===== config.mk =====
export PLATFORM = sky130hd
export DESIGN_NAME = cell_pair_feeder
export DESIGN_NICKNAME = d
export VERILOG_FILES = /design/src/rtl/cell_pair_feeder_pkg.sv /design/src/rtl/cell_pair_feeder_out_reg.sv /design/src/rtl/cell_pair_feeder.sv
export SDC_FILE = /design/constraint.sdc
export NUM_CORES = 1
export LEC_CHECK = 0
export ABC_AREA = 1
export ABC_CLOCK_PERIOD_IN_PS = 1400
export CORE_ASPECT_RATIO = 0.5
export CORE_MARGIN = 2
export CORE_UTILIZATION = 45
export CTS_CLUSTER_DIAMETER = 120
export DETAILED_ROUTE_END_ITERATION = 8
export DONT_BUFFER_PORTS = 1
export GPL_TIMING_DRIVEN = 1
export PLACE_DENSITY = 0.64
export SLEW_MARGIN = 5
export SYNTH_ARGS = -nofsm -noshare
export SYNTH_HDL_FRONTEND = slang
export SYNTH_SLANG_ARGS = --single-unit

===== constraint.sdc =====
create_clock -name clk -period 1.4 [get_ports clk]
set_input_delay 0.14 -clock clk [delete_from_list [all_inputs] [get_ports clk]]
set_output_delay 0.14 -clock clk [all_outputs]
set_load 0.01 [all_outputs]

===== src/rtl/cell_pair_feeder_pkg.sv =====
// Shared types for the cell pair feeder: cell/operand widths, opcodes and feeder FSM states.
package cell_pair_feeder_pkg;

  localparam int unsigned CellW = 8;
  localparam int unsigned OpW   = 3;
  localparam int unsigned UserW = 8;

  typedef logic [CellW-1:0] cellDepth;
  typedef logic [UserW-1:0] userInput_t;

  typedef enum logic [OpW-1:0] {
    OpAdd  = 3'd0,
    OpSub  = 3'd1,
    OpMul  = 3'd2,
    OpAnd  = 3'd3,
    OpOr   = 3'd4,
    OpXor  = 3'd5,
    OpPass = 3'd6,
    OpNop  = 3'd7
  } opcodes_t;

  typedef enum logic [1:0] {
    StIdle  = 2'd0,
    StRun   = 2'd1,
    StFlush = 2'd2,
    StDone  = 2'd3
  } feeder_state_t;

endpackage


===== src/rtl/cell_pair_feeder_out_reg.sv =====
// cell_out_reg: one-entry valid/ready output register holding the paired cells and beat index.
module cell_out_reg
  import cell_pair_feeder_pkg::*;
#(
  parameter int unsigned CNT_W = 5
) (
  input  logic             clk,
  input  logic             rst,
  input  logic             load,
  input  logic [CellW-1:0] inCellA,
  input  logic [CellW-1:0] inCellB,
  input  logic [CNT_W-1:0] inIdx,
  input  logic             outReady,
  output logic [CellW-1:0] cellA,
  output logic [CellW-1:0] cellB,
  output logic [CNT_W-1:0] cellIdx,
  output logic             outValid
);

  cellDepth         cellA_q, cellA_d;
  cellDepth         cellB_q, cellB_d;
  logic [CNT_W-1:0] idx_q, idx_d;
  logic             valid_q, valid_d;

  // The caller only loads when the slot is free, so a load always wins over a drain.
  always_comb begin
    cellA_d = cellA_q;
    cellB_d = cellB_q;
    idx_d   = idx_q;
    valid_d = valid_q;
    if (load) begin
      cellA_d = inCellA;
      cellB_d = inCellB;
      idx_d   = inIdx;
      valid_d = 1'b1;
    end else if (outReady) begin
      valid_d = 1'b0;
    end
  end

  always_ff @(posedge clk) begin
    if (rst) begin
      cellA_q <= '0;
      cellB_q <= '0;
      idx_q   <= '0;
      valid_q <= 1'b0;
    end else begin
      cellA_q <= cellA_d;
      cellB_q <= cellB_d;
      idx_q   <= idx_d;
      valid_q <= valid_d;
    end
  end

  assign cellA    = cellA_q;
  assign cellB    = cellB_q;
  assign cellIdx  = idx_q;
  assign outValid = valid_q;

endmodule


===== src/rtl/cell_pair_feeder.sv =====
// Pairs two cell streams beat-for-beat into a registered processor beat with per-frame opcode.
// Optional stall counter port stall_cnt is built when CELL_FEEDER_STATS_EN is defined.
module cell_pair_feeder
  import cell_pair_feeder_pkg::*;
#(
  parameter int unsigned FRAME_CELLS = 16,
  parameter int unsigned CNT_W       = $clog2(FRAME_CELLS + 1)
) (
  input  logic             clk,
  input  logic             rst,
  input  logic             start,
  input  logic [OpW-1:0]   cfg_opcode,
  input  logic [UserW-1:0] cfg_userInput,
  input  logic [CellW-1:0] a_cell,
  input  logic             a_valid,
  output logic             a_ready,
  input  logic [CellW-1:0] b_cell,
  input  logic             b_valid,
  output logic             b_ready,
  output logic [CellW-1:0] cellA,
  output logic [CellW-1:0] cellB,
  output logic [OpW-1:0]   opcode,
  output logic [UserW-1:0] userInputA,
  output logic             out_valid,
  input  logic             out_ready,
  output logic [CNT_W-1:0] cell_idx,
  output logic             busy,
  output logic             frame_done
`ifdef CELL_FEEDER_STATS_EN
  ,
  output logic [15:0]      stall_cnt
`endif
);

  localparam logic [CNT_W-1:0] LastIdx = CNT_W'(FRAME_CELLS - 1);

  feeder_state_t    state_q, state_d;
  logic [CNT_W-1:0] issue_q, issue_d;
  opcodes_t         opcode_q, opcode_d;
  userInput_t       user_q, user_d;

  logic slotFree;
  logic pairFire;

  assign slotFree = !out_valid || out_ready;
  // Both streams pop together or not at all, keeping A[i] paired with B[i].
  assign pairFire = (state_q == StRun) && slotFree && a_valid && b_valid;

  always_ff @(posedge clk) begin
    if (rst) begin
      state_q  <= StIdle;
      issue_q  <= '0;
      opcode_q <= OpAdd;
      user_q   <= '0;
    end else begin
      state_q  <= state_d;
      issue_q  <= issue_d;
      opcode_q <= opcode_d;
      user_q   <= user_d;
    end
  end

  always_comb begin
    state_d  = state_q;
    issue_d  = issue_q;
    opcode_d = opcode_q;
    user_d   = user_q;
    unique case (state_q)
      StIdle: begin
        if (start) begin
          state_d  = StRun;
          issue_d  = '0;
          opcode_d = opcodes_t'(cfg_opcode);
          user_d   = cfg_userInput;
        end
      end
      StRun: begin
        if (pairFire) begin
          issue_d = issue_q + CNT_W'(1);
          if (issue_q == LastIdx) state_d = StFlush;
        end
      end
      StFlush: begin
        if (out_valid && out_ready) state_d = StDone;
      end
      StDone: state_d = StIdle;
      default: state_d = StIdle;
    endcase
  end

  always_comb begin
    busy       = (state_q == StRun);
    frame_done = (state_q == StDone);
    a_ready    = pairFire;
    b_ready    = pairFire;
    opcode     = opcode_q;
    userInputA = user_q;
  end

  cell_out_reg #(
    .CNT_W(CNT_W)
  ) u_out_reg (
    .clk     (clk),
    .rst     (rst),
    .load    (pairFire),
    .inCellA (a_cell),
    .inCellB (b_cell),
    .inIdx   (issue_q),
    .outReady(out_ready),
    .cellA   (cellA),
    .cellB   (cellB),
    .cellIdx (cell_idx),
    .outValid(out_valid)
  );

`ifdef CELL_FEEDER_STATS_EN
  logic [15:0] stall_q, stall_d;

  // Counts cycles where the output slot could take a pair but a source was missing.
  always_comb begin
    stall_d = stall_q;
    if (state_q == StIdle && start) begin
      stall_d = '0;
    end else if (state_q == StRun && slotFree && !(a_valid && b_valid) &&
                 stall_q != 16'hFFFF) begin
      stall_d = stall_q + 16'd1;
    end
  end

  always_ff @(posedge clk) begin
    if (rst) stall_q <= '0;
    else     stall_q <= stall_d;
  end

  assign stall_cnt = stall_q;
`endif

endmodule


* Word level (Yosys, flattened, before mapping)
Index checks and enable logic that the tools add are counted.
Widths: inputs -> output; s select.
** Storage, ports and cells
- Flip-flop bits (word level) :: 40
- Latch bits :: 0
- Bits in writable memories :: 0
- Bits in read-only memories :: 0
- Input port bits :: 33
- Output and inout bits :: 37
- Word-level logic and storage cells :: 39
- Memories :: 0
** Operators by class
- Add/sub/neg operators :: 1
- $mul :: 0
- Div/mod/pow operators :: 0
- $lt $le $gt $ge :: 0
- Equal/unequal tests :: 8
- Shift operators :: 0
- Muxes and demuxes :: 10
- Bitwise operators :: 0
- Reduce and logical (&&, ||, !) cells :: 12
** Operator list (count)
- $mux 5 :: 2
- $pmux 5 s2 :: 1
- $mux 2 :: 4
- $pmux 2 s4 :: 1
- $ne 2x2->1 const B :: 3
- $add 5x1->5 const B :: 1
- $eq 5x4->1 const B :: 1
- $eq 2x2->1 const B :: 2
- $logic_and 1x1->1 :: 4
- $reduce_and 4->1 :: 1
- $reduce_bool 2->1 :: 2
- $reduce_and 3->1 :: 1
- $eq 2x1->1 const B :: 1
- $logic_not 2->1 :: 1
- $mux 1 :: 2
- $ne 2x1->1 const B :: 1
- $reduce_and 2->1 :: 1
- $logic_not 1->1 :: 1
- $logic_or 1x1->1 :: 1

* Depth between registers and ports, before layout
- Depth after elaboration :: 7
- Mapped depth :: 10
- Gate-level depth less buffers :: 9

* By module
A second synthesis with hierarchy kept.
** Unflattened totals
- Cells, all modules :: 217
- Area, all modules :: 1694.1 sq um
** By module, submodules not included
- cell_pair_feeder :: instances 1, cells each 121, area an instance 872.1 sq um, sequential area each 360.3 sq um
- cell_out_reg :: instances 1, cells each 96, area an instance 822.0 sq um, sequential area each 440.4 sq um

* Worst setup path after synthesis
No wires, ideal clock.
- Path kind :: register -> output
- Start :: register state_q[1]
- End :: output b_ready
- Arrival time :: 1.331 ns
- Data required time :: 1.260 ns
- Setup slack :: -0.071 ns
- Stages on the path, launching flop included :: 10
- Buffers on the path :: 3
- Cells stage by stage :: dfxtp_1 -> inv_1 -> ha_1 -> nand2_1 -> nor2_2 -> nand2_2 -> buf_6 -> inv_8 -> buf_6 -> buf_4
** Between the ends
- Cells in the longest elaborated chain, start to end :: 4
** Ends and longest elaborated chain
- from (decl) :: line cell_pair_feeder.sv:37 : feeder_state_t state_q, state_d;
- from (signal assigned) :: line cell_pair_feeder.sv:51 : state_q <= StIdle;
- from (signal assigned) :: line cell_pair_feeder.sv:56 : state_q <= state_d;
- $eq 2x1->1
- net busy :: line cell_pair_feeder.sv:27 : output logic busy,
- $logic_and 1x1->1 (3 in series) :: line cell_pair_feeder.sv:47 : assign pairFire = (state_q == StRun) && slotFree && a_valid && b_valid;
- to (decl) :: line cell_pair_feeder.sv:19 : output logic b_ready,
The timed path passes the listed nets, and every way through them passes these cells.

* Worst setup path after layout
- Start :: register state_q[1]
- End :: output b_ready
** Between the ends
- Cells in the longest elaborated chain, start to end :: 4
** Ends and longest elaborated chain (line)
- $eq 2x1->1 :: cell_pair_feeder.sv:47
- $logic_and 1x1->1 (3 in series) :: cell_pair_feeder.sv:47
Every way passes these cells.

==> qor.csv <==
metric,value,unit
outcome,finished with violations,
violations,"negative hold slack, negative setup slack",
pwr-share-clk,26.5,%
syn-cell-area,1640,um2
synth_cell_types,20,
routedWlPerCell,13.5,um
cts_root_buf,clkbuf_8,
seq_power_share,42.2,%
syn_to_final_growth,20.4,%
htreeDepth,2,
grt_max_degree,33,
power.switching,1.31,mW
synth-adder-area-share,4.57,%
clk_path_buf_depth,2,
whs,-0.00378,ns
start_util,47.4,%
wl_met1,1.68,mm
powerDensity,1890,nW/um2
combPwrFrac,31.3,%
clk_pin_slew_worst_paths,0.08,ns
arrival,1.28,ns
drtIter0Drc,52,
dp_hpwl,2.47,mm
ys_warn_count,0,
ant_nets,0,
seq_area_frac_synth,48.7,%
io_buffers,0,
finalPower,3.75,mW
antenna_found_initial,0,
maxSlewViolCount,0,
io_pins,70,
die_x,89.5,um
path_max_fanout,7,
tightestPinTransition,0.278,ns
holdPathStages,2,
reg2reg_from,state_q[0]$_SDFFE_PP0P_,
insertion_delay,0.29,ns
dr_total_vias,1365,
track_usage,17.7,%
fmax,706,MHz
std_cell_rows,15,
gp_congestion,0.795,
worstReg2RegEnd,issue_q[0]$_SDFFE_PP0P_,
skew,0.00443,ns
worstSetupPathType,reg2out,
sw_frac_of_total,34.8,%
cp-end-kind,primary output,
cts_inserted_buffers,5,
synth_top_family_by_area,simple AND/OR/NAND/NOR gates,
antenna_cells,0,
synth.area.mux_share,0,%
finalHoldViolations,3,
synth_compound_area_share,13.7,%
min_to,u_out_reg.cellB[4]$_SDFFE_PP0P_,
cts_tree,yes,
irDropWorstVdd,0.912,mV
wirelength,3.75,mm
synth_xor_area_share,0,%
grt_first_pass_wirelength,5.42,mm
wl_met3,333,um
core_area,3470,um2
drv_cap,0,
period_needed,1.42,ns
post-route-period-util,101,%
syn-mean-instance-area,7.83,um2
hold_class,in2reg,
required,1.26,ns
synthSimpleGateAreaFrac,25.0,%
p_int,2.44,mW
layout_setup_ws,-0.0165,ns
fill_cells,345,
dr_wl_met2,1.69,mm
drive_above_1_share,24.7,%
hold_path_startpoint,b_cell[4],
die_h,46.7,um
dr.pass1.iters,4,
viasPerCell,4.91,
reg2regPathDepth,8,
clkSinkCount,40,
grt-ovfl-total,0,
setup_viol,1,
synth-seq-cells,40,
grt_pass1_vias,1217,
r2r_slack,0.02,ns
syn_nets,249,
top_layer,met4,
die_area,4180,um2
drc_errors,0,
slew_headroom,81.4,%
rsz0062_at_grt,true,
cp-start-kind,flop,
total_leakage_power,0.815,nW
nNetsFinal,265,
synthCells,210,
[cells in the mapped netlist]
cell / number / area share (%)
or2_2: 1 / 0.38
inv_1: 13 / 3.0
buf_12: 1 / 1.2
o21ai_0: 33 / 10
nand2_2: 2 / 0.76
buf_6: 2 / 1.4
nand4_1: 1 / 0.38
inv_8: 1 / 0.68
o21ai_1: 1 / 0.30
buf_4: 1 / 0.46
nor2_2: 11 / 4.2
nor3b_1: 1 / 0.46
nand2_1: 17 / 3.9
ha_1: 6 / 4.6
clkbuf_1: 6 / 1.4
a21oi_1: 11 / 3.3
nand3_1: 8 / 2.4
dfxtp_1: 40 / 49
or2_0: 1 / 0.38
nor2_1: 53 / 12
[final cells by class]
| cell class | instances | area, um2 | area share, % |
|---|---|---|---|
| clock buffers | 6 | 82.6 | 4.17 |
| inverters | 14 | 60.1 | 3.03 |
| multi-input cells | 146 | 769 | 38.9 |
| well taps | 51 | 63.8 | 3.22 |
| repair buffers | 17 | 134 | 6.76 |
| flip-flops and latches | 40 | 808 | 40.8 |
| clock inverters | 2 | 38.8 | 1.96 |
| repair inverters | 2 | 22.5 | 1.14 |
[power groups by stage]
stage | sequential, mW | combinational [mW] | clock, mW
2_1_floorplan | 1.57 | 0.734 | 0
3_3_place_gp | 1.59 | 0.938 | 0
3_5_place_dp | 1.60 | 0.976 | 0
4_1_cts | 1.58 | 1.09 | 1.02
5_1_grt | 1.61 | 1.31 | 1.06
6_report | 1.58 | 1.17 | 0.992
[how the worst max path moves through the flow]
stage | from | end | cells after the start
after global routing | state_q[1]$_SDFFE_PP0P_ | b_ready | 7
after floorplan | state_q[1]$_SDFFE_PP0P_ | b_ready | 9
final | state_q[1]$_SDFFE_PP0P_ | b_ready | 7
after detailed placement | state_q[1]$_SDFFE_PP0P_ | issue_q[0]$_SDFFE_PP0P_ | 9
after CTS | state_q[1]$_SDFFE_PP0P_ | b_ready | 7
after global placement | state_q[1]$_SDFFE_PP0P_ | u_out_reg.cellB[7]$_SDFFE_PP0P_ | 8
[registers in the layout (all words and copies together) (netlist names)]
| signal | flops |
|---|---|
| userInputA | 8 |
| state_q | 2 |
| opcode | 3 |
| u_out_reg.cellIdx | 5 |
| u_out_reg.cellA | 8 |
| issue_q | 5 |
| u_out_reg.cellB | 8 |
| u_out_reg.outValid | 1 |
[what timing repair did]
item | 4_1_cts | 5_1_grt
gates cloned | 2 | 0
pin swaps | 3 | 5
gates resized for setup | 7 | 28
hold buffers | 1 | 0
buffers inserted | 4 | 0
setup endpoints to repair | 26 | 29
endpoints found under the hold margin | 5 | 0
[cells by family (layout without fill, tap and decap cells)]
kind of cell / count (synthesis) / in the layout
fa+ha+maj: 6 / 6
flops: 40 / 40
buf+inv: 24 / 41
simple gates: 95 / 95
compound gates: 45 / 45
[through the flow]
step                      cell area, um2  std cells  setup WS, ns  util, %  TNS (ns)
after floorplan                     1660        210        0.0146        -         0
after detailed placement            1740        263       -0.0863     50.1    -0.698
after global placement              1740        263      -0.00308     50.1  -0.00308
after global routing                1980        278       -0.0789     57.0    -0.470
after CTS                           1930        278       -0.0470     55.7   -0.0985
final                               1980        278       -0.0165     57.0   -0.0165
[cell usage in the layout, fill, tap and decap left out]
cell,synthesis,final
a21oi_1,11,11
buf_4,1,15
buf_6,2,1
bufinv_16,0,1
clkbuf_8,0,6
clkinv_4,0,1
clkinv_8,0,1
dfxtp_1,40,36
dfxtp_2,0,3
dfxtp_4,0,1
dlygate4sd3_1,0,1
ha_1,6,4
ha_4,0,2
inv_1,13,9
inv_2,0,4
inv_4,0,1
inv_8,1,1
nand2_1,17,14
nand2_2,2,3
nand2_4,0,2
nand3_1,8,7
nand3_2,0,1
nand4_1,1,1
nor2_1,53,53
nor2_2,11,10
nor2_4,0,1
nor3b_1,1,1
o21ai_0,33,21
o21ai_1,1,12
o21ai_2,0,1
or2_0,1,1
or2_4,0,1
[routing by layer]
| layer | GRT usage [%] | vias up |
|---|---|---|
| met5 | 0 | - |
| met4 | 7.46 | 0 |
| met3 | 6.68 | 6 |
| met2 | 28.1 | 51 |
| met1 | 22.1 | 608 |
| li1 | - | 700 |
[worst max-delay path, stage by stage, from the launching register on]
cell     delay, ns
dfxtp_2       0.33
inv_2         0.07
ha_4          0.14
nand2_4       0.05
nor2_4        0.12
nand2_4       0.10
inv_8         0.08
buf_6         0.10
Note: power is estimated with default switching activity, not from simulation.
